<file path="config.mk">
export PLATFORM = sky130hd
export DESIGN_NAME = powlib_rrarb
export DESIGN_NICKNAME = d
export VERILOG_FILES = /design/src/rtl/powlib_rrarb.sv
export SDC_FILE = /design/constraint.sdc
export NUM_CORES = 1
export LEC_CHECK = 0
export ABC_AREA = 1
export CORE_MARGIN = 8
export CORE_UTILIZATION = 35
export CTS_CLUSTER_DIAMETER = 100
export DETAILED_ROUTE_END_ITERATION = 12
export GPL_TIMING_DRIVEN = 0
export PLACE_DENSITY_LB_ADDON = 0.25
export SLEW_MARGIN = 10
export SYNTH_ARGS = -nofsm -noshare
export SYNTH_HDL_FRONTEND = slang
export SYNTH_SLANG_ARGS = --single-unit
</file>
<file path="constraint.sdc">
create_clock -name clk -period 2.5 [get_ports clk]
set_input_delay 0.5 -clock clk [delete_from_list [all_inputs] [get_ports clk]]
set_output_delay 0.5 -clock clk [all_outputs]
set_load 0.02 [all_outputs]
</file>
<file path="src/rtl/powlib_rrarb.sv">
// powlib_rrarb -- round-robin arbiter feeding one valid/ready sink.
//
// N requesters compete for a single registered output stage. The search for
// a winner starts at a rotating pointer. With ELCK=1 a winner keeps the grant
// until it presents a last beat, so a whole burst is one turn. With ELCK=0
// every beat is treated as last.
//
// Ports:
//   clk      rising-edge clock
//   rst      asynchronous active-low reset
//   indata   N*W   requester data, requester i at [i*W +: W]
//   invld    N     per-requester valid
//   inrdy    N     per-requester ready (one-hot or zero)
//   inlst    N     per-requester last-beat flag
//   outdata  W     registered beat data
//   outlst   1     registered last flag
//   outidx   WIDX  registered source requester index
//   outvld   1     registered valid
//   outrdy   1     downstream ready
module powlib_rrarb #(
  parameter int    W    = 16,
  parameter int    N    = 4,
  parameter int    ELCK = 1,
  parameter string ID   = "RRARB",
  localparam int   WIDX = (N > 1) ? $clog2(N) : 1
) (
  input  logic            clk,
  input  logic            rst,
  input  logic [N*W-1:0]  indata,
  input  logic [N-1:0]    invld,
  output logic [N-1:0]    inrdy,
  input  logic [N-1:0]    inlst,
  output logic [W-1:0]    outdata,
  output logic            outlst,
  output logic [WIDX-1:0] outidx,
  output logic            outvld,
  input  logic            outrdy
);

  if (N < 2) begin : g_badn
    $error("%s: N=%0d is invalid, at least 2 requesters are needed", ID, N);
  end

  typedef enum logic {IDLE, LOCKED} st_t;

  typedef struct packed {
    logic [W-1:0]    data;
    logic            lst;
    logic [WIDX-1:0] idx;
  } beat_t;

  st_t                 st, st_nxt;
  logic [WIDX-1:0]     ptr, ptr_nxt;
  logic [WIDX-1:0]     lckidx, lck_nxt;
  logic [WIDX-1:0]     sel;
  logic                selvld;
  logic                ld, acc, last;
  beat_t               obeat;
  logic [N-1:0][W-1:0] lane;

  for (genvar i = 0; i < N; i++) begin : g_lane
    assign lane[i] = indata[i*W +: W];
  end

  // Stage can take a beat when empty or when its current beat is leaving.
  assign ld = !outvld || outrdy;

  // Output logic: grant selection and ready generation.
  always_comb begin
    sel    = '0;
    selvld = 1'b0;
    if (st == LOCKED) begin
      sel    = lckidx;
      selvld = invld[lckidx];
    end else begin
      // Walk the rotation backwards so the candidate closest to ptr is the
      // final assignment and wins.
      for (int k = N-1; k >= 0; k--) begin
        if (invld[(int'(ptr) + k) % N]) begin
          sel    = WIDX'((int'(ptr) + k) % N);
          selvld = 1'b1;
        end
      end
    end
  end

  assign acc   = selvld && ld;
  assign last  = inlst[sel] || (ELCK == 0);
  assign inrdy = acc ? ({{(N-1){1'b0}}, 1'b1} << sel) : '0;

  // Next-state logic: the pointer moves only at burst end.
  always_comb begin
    st_nxt  = st;
    ptr_nxt = ptr;
    lck_nxt = lckidx;
    if (acc) begin
      if (last) begin
        st_nxt  = IDLE;
        ptr_nxt = (sel == WIDX'(N-1)) ? '0 : sel + WIDX'(1);
      end else begin
        st_nxt  = LOCKED;
        lck_nxt = sel;
      end
    end
  end

  always_ff @(posedge clk or negedge rst) begin
    if (!rst) begin
      st     <= IDLE;
      ptr    <= '0;
      lckidx <= '0;
    end else begin
      st     <= st_nxt;
      ptr    <= ptr_nxt;
      lckidx <= lck_nxt;
    end
  end

  // Output register: load on acceptance, drain when the sink takes the beat
  // and nothing replaces it, otherwise hold.
  always_ff @(posedge clk or negedge rst) begin
    if (!rst) begin
      obeat  <= '0;
      outvld <= 1'b0;
    end else if (acc) begin
      obeat  <= '{data: lane[sel], lst: inlst[sel], idx: sel};
      outvld <= 1'b1;
    end else if (outrdy) begin
      outvld <= 1'b0;
    end
  end

  assign outdata = obeat.data;
  assign outlst  = obeat.lst;
  assign outidx  = obeat.idx;

endmodule

</file>
### After elaboration in Yosys (flattened, before gate mapping)

Cells that the tools add are included.

| word-level totals | value |
|---|---|
| output and inout bits | 24 |
| register bits after elaboration | 25 |

| operators by class | value |
|---|---|
| bitwise logic cells | 4 |
| add/sub/neg operators | 4 |
| mux-type cells | 32 |
| shifts and indexed selects | 1 |
| reduce and logical (&&, ||, !) cells | 9 |
| eq/ne operators | 1 |
| magnitude comparators | 6 |

Operator list:

| operator | number |
|---|---|
| $bmux W16 S2 | 1 |
| $mux W1 | 17 |
| $mux W16 | 1 |
| $bmux W1 S2 | 6 |
| $lt A3 B4 Y1 const B | 3 |
| $mux W2 | 6 |
| $lt A2 B3 Y1 const B | 3 |
| $reduce_or A2 Y1 | 3 |
| $add A2 B1 Y2 const B | 2 |
| $add A2 B2 Y2 const B | 2 |
| $mux W4 | 1 |
| $reduce_and A2 Y1 | 2 |
| $shl A1 B2 Y4 const A | 1 |
| $and A1 B1 Y1 const A | 3 |
| $eq A2 B2 Y1 const B | 1 |
| $reduce_bool A2 Y1 | 1 |
| $logic_and A1 B1 Y1 | 1 |
| $logic_not A1 Y1 | 1 |
| $logic_or A1 B1 Y1 | 1 |
| $not A1 Y1 | 1 |

### Logic depth before layout (Yosys ltp)

Gate-level depths: netlist of the first run.

| logic depth | value |
|---|---|
| depth in word-level cells | 15 |
| depth in mapped cells | 16 |

### Worst setup path after synthesis of the first run

OpenSTA, ideal clock, no wires.

| timing | value |
|---|---|
| kind | input -> output |
| start point | input port invld[2] |
| end point | output port inrdy[3] |
| arrival | 1.932 ns |
| buffers on the path | 1 |
| cell stages on the path | 14 |
| required time | 2.000 ns |
| slack | 0.068 ns |
| cell sequence | inv_1 -> nand2_1 -> nand2_1 -> o21ai_0 -> inv_1 -> nand2_1 -> nand2_1 -> nand3_2 -> nand2_2 -> inv_1 -> buf_4 -> ha_1 -> inv_1 -> nor2_1 |

| on the way | value |
|---|---|
| longest elaborated chain between the ends | 10 |
| elaborated cells between the ends (all ways) | 26 |
| those cells by class | shift (1); mux (24); reduce/logical (1) |

RTL lines:

| element | RTL line | RTL |
|---|---|---|
| from (decl) | 30 | `input logic [N-1:0] invld,` |
| $bmux W1 S2 | 79 | `if (invld[(int'(ptr) + k) % N]) begin` |
| $mux W1 (not written as such) (2 in a row) | 79 |  |
| $mux W2 (3 in a row) | 79 |  |
| $mux W2 (*) | 79 |  |
| $mux W2 (*) | 72 | `if (st == LOCKED) begin` |
| net sel[0] | 55 | `logic [WIDX-1:0] sel;` |
| $shl A1 B2 Y4 (*) | 89 | `assign inrdy = acc ? ({{(N-1){1'b0}}, 1'b1} << sel) : '0;` |
| $mux W4 (*) | 89 |  |
| to (decl) | 31 | `output logic [N-1:0] inrdy,` |

The timed path passes the listed nets; every way through them passes the cells marked *. The select of a mux whose other input is x is not followed.

### Worst setup path after layout of the first run

| timing | value |
|---|---|
| start point | register ptr[0] |
| end point | output port inrdy[0] |

| on the way | value |
|---|---|
| longest elaborated chain between the ends | 11 |
| elaborated cells between the ends (all ways) | 27 |
| those cells by class | add/sub (3); shift (1); mux (22); reduce/logical (1) |

RTL lines:

| element | RTL line | RTL |
|---|---|---|
| from (decl) | 53 | `logic [WIDX-1:0] ptr, ptr_nxt;` |
| from (signal assigned) | 114 | `ptr <= ptr_nxt;` |
| $add A2 B2 Y2 | 79, 80 |  |
| $bmux W1 S2 | 79 |  |
| $mux W1 (not written as such) (2 in a row) | 79 |  |
| $mux W2 / $mux W1 (equally long branches) (4 in a row) | 79 |  |
| $mux W2 / $mux W1 (equally long branches) | 72 |  |
| $shl A1 B2 Y4 / $logic_and A1 B1 Y1 (equally long branches) | 89, 87 |  |
| $mux W4 (*) | 89 |  |

Mark *: on every way between the ends. The rest lies on a longest branch, timed or not. The select of a mux whose other input is x is not followed.

==> results_dict.tcl, run 1 <==
set metrics [dict create \
    period_needed_ns 2.67 \
    power.switching_mw 2.74 \
    drive_gt1_share_pct 21.4 \
    internal_power_mw 2.78 \
    min_path_type "input port to asynchronous set/reset pin" \
    slew_violations 0 \
    drc 0 \
    cts_buffers 3 \
    cp-start-kind "register" \
    hold_viol_final 0 \
    crit_path_max_fanout 5 \
    grt_max_degree 26 \
    vdd_ir_drop_max_uv 815 \
    diodes 0 \
    syn2layout_area_growth_pct 81.5 \
    critPathSlowestCell "dfrtp_2" \
    clkLatencyLatePin_ns 0.27 \
    dp_hpwl_mm 5.22 \
    end_kind "output port" \
    leakagePower_nw 1.69 \
    slowest_delay_ns 0.46 \
    slew_headroom_pct 59.2 \
    globalRouteTotalUtil_pct 18.2 \
    viasPerCell 4.97 \
    syn-instance-count 304 \
    final_util_pct 65.6 \
    fin_ws_ns -0.168 \
    final_common_cell "clkdlybuf4s50_1" \
    grt_overflow_total 0 \
    ys_warn_count 0 \
    path_delay_family "buffers and inverters" \
    pwr-share-clk_pct 4.6 \
    cts.clk_slew.worst_paths_ns 0.09 \
    cts_tree "done" \
    worst_pin_slew_ns 0.612 \
    core_area_mm2 0.00547 \
    cts_root_buf "clkbuf_8" \
    nFillCells 477 \
    syn_avg_cell_area_um2 6.50 \
    rows 27 \
    crit_buf_inv 6 \
    fin_skew_ns 0.00199 \
    cap_viol_max_count 0 \
    clock_sinks 25 \
    die_h_um 91.2 \
    synth_area_mm2 0.00198 \
    dr_total_vias 2488 \
    cts_buffer_depth 2 \
    crit_type "register to output port" \
    synthDistinctLibCells 26 \
    status "finished, violations left" \
    p_per_area_mw_per_mm2 1540 \
    violations "setup timing" \
    initial_utilization_pct 36.1 \
    first_pass_iters 4 \
    final_cell_mix "89 x clkdlybuf4s50_1, 88 x nand2_1, 31 x inv_1" \
    wl_mm 7.97 \
    layout.nets 509 \
    antenna_found_initial 0 \
    drtIter0Drc 131 \
    synth.yosys.seq_area_share_pct 31.6 \
    numPortBuffers 98 \
    grt_pass1_vias 2608 \
    place_congestion 0.850 \
    sequentialPowerShare_pct 13.8 \
    clock.fmax_ghz 0.375 \
    design.die.area_mm2 0.00831 \
    grt_pass1_wl_mm 12.6 \
    setup-tns-final_ns -0.577 \
    crit_chain "buf_8 > nand2_4 > nand3_4 > buf_4 > a21oi_2 > o22ai_4 > inv_2 > buf_6 > ha_4 > inv_2 > nor2_2 > buf_6" \
    ant_nets 0 \
    setup_viol 4 \
    num_io_pins 99 \
    hold_ws_ns 0.215 \
    required_ns 2.00 \
    detail_route.wl_per_cell_um 15.9 \
    ys_seq_elements 25 \
    p_sw_share_pct 49.7 \
    cp.arrival_ns 2.17 \
    rsz0062_at_grt "true" \
    die_x_um 91.2 \
    combPwrFrac_pct 81.6 \
    period_share_pct 107 \
    htree_levels 1 \
    syn-num-nets 383 \
]
## cell families after synthesis
family / Yosys count / synth area share, %
DFF: 25 / 31.6
xor gates and xnor gates: 1 / 0.443
and+or+nand+nor: 182 / 41.3
AOI/OAI and AO/OA: 37 / 11.6
adders and majority gates: 4 / 2.53
buffers and inverters: 55 / 12.5
## cells in the mapped netlist (all sizes together)
master / n / share of area, %
nand2: 102 / 20
inv: 41 / 7.8
nand3: 37 / 9.6
dfrtp: 25 / 32
nor2: 18 / 3.5
o21ai: 18 / 4.6
o211ai: 14 / 5.3
or2: 14 / 4.4
buf: 9 / 3.7
nand3b: 9 / 3.4
clkbuf: 5 / 1.0
ha: 4 / 2.5
a21oi: 3 / 0.76
and2: 1 / 0.32
nand4: 1 / 0.32
o21bai: 1 / 0.38
o22ai: 1 / 0.63
xnor2: 1 / 0.44
## layer usage
layer	share of wire (%)	GRT usage [%]	vias up
met5	0	0	-
met4	2.0	4.91	0
met3	9.7	6.58	14
met2	46	29.8	117
met1	42	22.0	1137
li1	-	-	1220
## worst reg2reg max path, cell delays in order (launching register included)
cell and delay, ns:
dfrtp_2 0.46, buf_6 0.15, o21ai_4 0.23, nor2_4 0.07, nor2_4 0.15, nand3_4 0.09
nand3_4 0.10, nand2_4 0.08, buf_4 0.14, buf_4 0.12, bufbuf_16 0.27, or2_1 0.20
o211ai_1 0.08, nand3_1 0.10
## stage by stage
step	setup WS (ns)	area, um2	total power, mW	std cells
6_report	-0.168	3590	5.53	501
5_1_grt	-0.240	3590	5.98	501
4_1_cts	-0.113	3450	5.16	497
3_5_place_dp	-1.19	3050	3.97	474
3_3_place_gp	-1.16	3050	3.91	474
2_1_floorplan	0.0685	1980	2.89	304
## area by class of cell
cell class / instances / area [um2] / area share (%)
Multi-Input combinational cell: 224 / 1370 / 38.1
Timing Repair Buffer: 123 / 1190 / 33.2
Sequential cell: 25 / 628 / 17.5
Inverter: 41 / 159 / 4.43
Buffer: 12 / 109 / 3.03
Tap cell: 72 / 90.1 / 2.51
Clock buffer: 4 / 45.0 / 1.26
## power groups by stage
stage               logic, mW  clock network, mW  registers (mW)
global placement         3.17                  0           0.737
global route             4.93              0.272           0.786
CTS                      4.15              0.258           0.746
detailed placement       3.23                  0           0.740
floorplan                1.97                  0           0.928
finish                   4.51              0.253           0.763
## path summary, 6_finish.rpt
kind / startpoint / endpoint / slack, ns / cells past startpoint
max in group asynchronous: rst / ptr[0] / 1.83 / 1
min: rst / outvld / 0.21 / 1
min in group clk: outdata[5] / outdata[5] / 0.49 / 2
max: ptr[0] / inrdy[0] / -0.17 / 12
max reg2reg: ptr[0] / outdata[13] / 0.15 / 13
min reg2reg: outdata[5] / outdata[5] / 0.49 / 2
## flip-flops by register name (all words and copies together), names as in the netlist
name     count
outvld       1
lckidx       2
outdata     16
ptr          2
outidx       2
st           1
outlst       1
## timing repair
| item | CTS | global route |
|---|---|---|
| setup buffers | 18 | 5 |
| gates cloned | 2 | 0 |
| setup endpoints to repair | 4 | 4 |
| resized for setup | 80 | 31 |
| hold buffers | 0 | 0 |
| pin swaps | 27 | 15 |
Note: power is estimated with default switching activity, not from simulation.
==> inputs of run 2 (changes only) <==
--- a/config.mk
+++ b/config.mk
@@ -7,8 +7,7 @@
 export LEC_CHECK = 0
 export ABC_AREA = 1
 export CORE_MARGIN = 8
-export CORE_UTILIZATION = 35
-export CTS_CLUSTER_DIAMETER = 100
+export CORE_UTILIZATION = 37
 export DETAILED_ROUTE_END_ITERATION = 12
 export GPL_TIMING_DRIVEN = 0
 export PLACE_DENSITY_LB_ADDON = 0.25
==> constraint.sdc (replaced) <==
create_clock -name clk -period 2.4 [get_ports clk]
set_input_delay 0.48 -clock clk [delete_from_list [all_inputs] [get_ports clk]]
set_output_delay 0.48 -clock clk [all_outputs]
set_load 0.02 [all_outputs]
==> run 2 against run 1 <==
  * The run still ends with setup timing left
  * Global-route usage up 0.78 points
  * First-iteration DRC count rose by 33%
  * Sequential cell count unchanged
  * Combinational power shrank 2%
  * Critical endpoint is now inrdy[2]
==> results_dict.tcl, run 2 (synthesized netlist as in run 1, its figures left out) <==
set metrics [dict create \
    crit_buf_inv 4 \
    hold_viol_final 0 \
    min_path_type "input port to asynchronous set/reset pin" \
    drive_gt1_share_pct 19.2 \
    vdd_ir_drop_max_uv 841 \
    crit_type "register to output port" \
    cap_viol_max_count 0 \
    cp.arrival_ns 2.11 \
    slew_headroom_pct 59.9 \
    grt_pass1_wl_mm 11.7 \
    clock_sinks 25 \
    crit_path_max_fanout 5 \
    setup_viol 4 \
    rsz0062_at_grt "true" \
    slew_violations 0 \
    cts_tree "done" \
    dr_total_vias 2386 \
    dp_hpwl_mm 5.23 \
    leakagePower_nw 1.65 \
    crit_chain "buf_8 > nand2_4 > o21ai_4 > nor2_2 > nor2_1 > nand3_2 > nand3_2 > nand2_4 > buf_12 > ha_4 > inv_2 > nor2_1 > buf_4" \
    critPathSlowestCell "dfrtp_2" \
    cts_root_buf "clkbuf_8" \
    drtIter0Drc 174 \
    cts_buffers 3 \
    grt_max_degree 26 \
    violations "setup timing" \
    wl_mm 7.52 \
    viasPerCell 4.85 \
    largest_reg_flops 16 \
    final_cell_mix "90 x nand2_1, 89 x clkdlybuf4s50_1, 31 x inv_1" \
    diodes 0 \
    fin_skew_ns 0.00257 \
    hold_buffers 0 \
    ant_nets 0 \
    globalRouteTotalUtil_pct 19.0 \
    layout.nets 502 \
    slowest_delay_ns 0.46 \
    clkLatencyLatePin_ns 0.27 \
    cts.clk_slew.worst_paths_ns 0.09 \
    core_area_mm2 0.00514 \
    first_pass_iters 5 \
    numPortBuffers 98 \
    clock.fmax_ghz 0.386 \
    drc 0 \
    grt_pass1_vias 2444 \
    final_common_cell "nand2_1" \
    p_per_area_mw_per_mm2 1570 \
    period_needed_ns 2.59 \
    path_delay_family "simple AND/OR/NAND/NOR gates" \
    worst_pin_slew_ns 0.602 \
    status "finished, violations left" \
    period_share_pct 108 \
    die_h_um 89.1 \
    end_kind "output port" \
    num_io_pins 99 \
    grt_overflow_total 0 \
    design_area_mm2 0.00348 \
    hold_ws_ns 0.200 \
    fin_ws_ns -0.193 \
    nFillCells 467 \
    dpl_cell_area_mm2 0.00305 \
    antenna_found_initial 0 \
    design.die.area_mm2 0.00794 \
    syn2layout_area_growth_pct 75.9 \
    die_x_um 89.1 \
    initial_utilization_pct 38.5 \
    cts_buffer_depth 2 \
    required_ns 1.92 \
    rows 26 \
    detail_route.wl_per_cell_um 15.3 \
    place_congestion 0.856 \
    htree_levels 1 \
    cp-start-kind "register" \
]
==> run 2: cell types whose count changed in the layout (fill, tap and decap cells not counted), sizes merged <==
cell / previous run / this run
buf: 36 / 31
inv: 40 / 41
dlygate4sd2: 3 / 4
clkbuf: 9 / 7
clkinv: 1 / 0
clkdlybuf4s15: 1 / 0
==> run 2: final timing paths <==
path / slack, ns / depth (start not counted) / from / endpoint
max: -0.19 / 13 / ptr[0] / inrdy[2]
min: 0.20 / 1 / rst / outdata[3]
max reg2reg: 0.19 / 15 / ptr[0] / outdata[0]
min reg2reg: 0.48 / 2 / outdata[0] / outdata[0]
max in group asynchronous: 1.76 / 1 / rst / ptr[0]
min in group clk: 0.48 / 2 / outdata[0] / outdata[0]
==> run 2: worst reg2reg max path: stages (launching register included) <==
cell     delay (ns)
dfrtp_2        0.46
buf_8          0.17
nand2_4        0.06
o21ai_4        0.07
nor2_2         0.16
nor2_1         0.07
nand3_2        0.07
nand3_2        0.12
nand2_4        0.14
buf_4          0.19
buf_2          0.25
nand2_1        0.10
nand3_1        0.08
o21ai_1        0.06
nand2_1        0.06
nand2_1        0.05
==> run 2: through the flow <==
stage / TNS (ns) / total power, mW / setup WS [ns] / util, % / cells
2_1_floorplan: 0 / 3.03 / 0.0411 / - / 304
3_3_place_gp: -7.84 / 4.10 / -1.21 / 59.3 / 472
3_5_place_dp: -8.66 / 4.15 / -1.21 / 59.3 / 472
4_1_cts: -0.765 / 5.36 / -0.201 / 66.9 / 493
5_1_grt: -1.11 / 5.90 / -0.299 / 67.7 / 492
6_report: -0.643 / 5.46 / -0.193 / 67.7 / 492
==> run 2: power breakdown <==
group	switching (mW)	internal (mW)
clock network	0.138	0.119
logic	2.42	1.98
registers	0.147	0.649
==> run 2: layout make-up <==
class | instances | area [um2] | area share, %
Tap cell | 70 | 87.6 | 2.52
Inverter | 41 | 159 | 4.57
Sequential cell | 25 | 628 | 18.1
Buffer | 10 | 93.8 | 2.70
Multi-Input combinational cell | 224 | 1310 | 37.7
Timing Repair Buffer | 118 | 1150 | 33.2
Clock buffer | 4 | 45.0 | 1.29
==> run 2: timing repair <==
action,CTS,global route
setup endpoints to repair,5,9
resized for setup,83,17
cloned,2,0
pin swaps,20,5
setup buffers,16,2
==> run 2: routing by layer <==
| layer | up-vias | part of all wire [%] | track usage (%) |
|---|---|---|---|
| met5 | - | 0 | 0 |
| met4 | 0 | 0.98 | 4.83 |
| met3 | 8 | 7.5 | 6.80 |
| met2 | 83 | 51 | 33.5 |
| met1 | 1094 | 40 | 21.1 |
| li1 | 1201 | - | - |
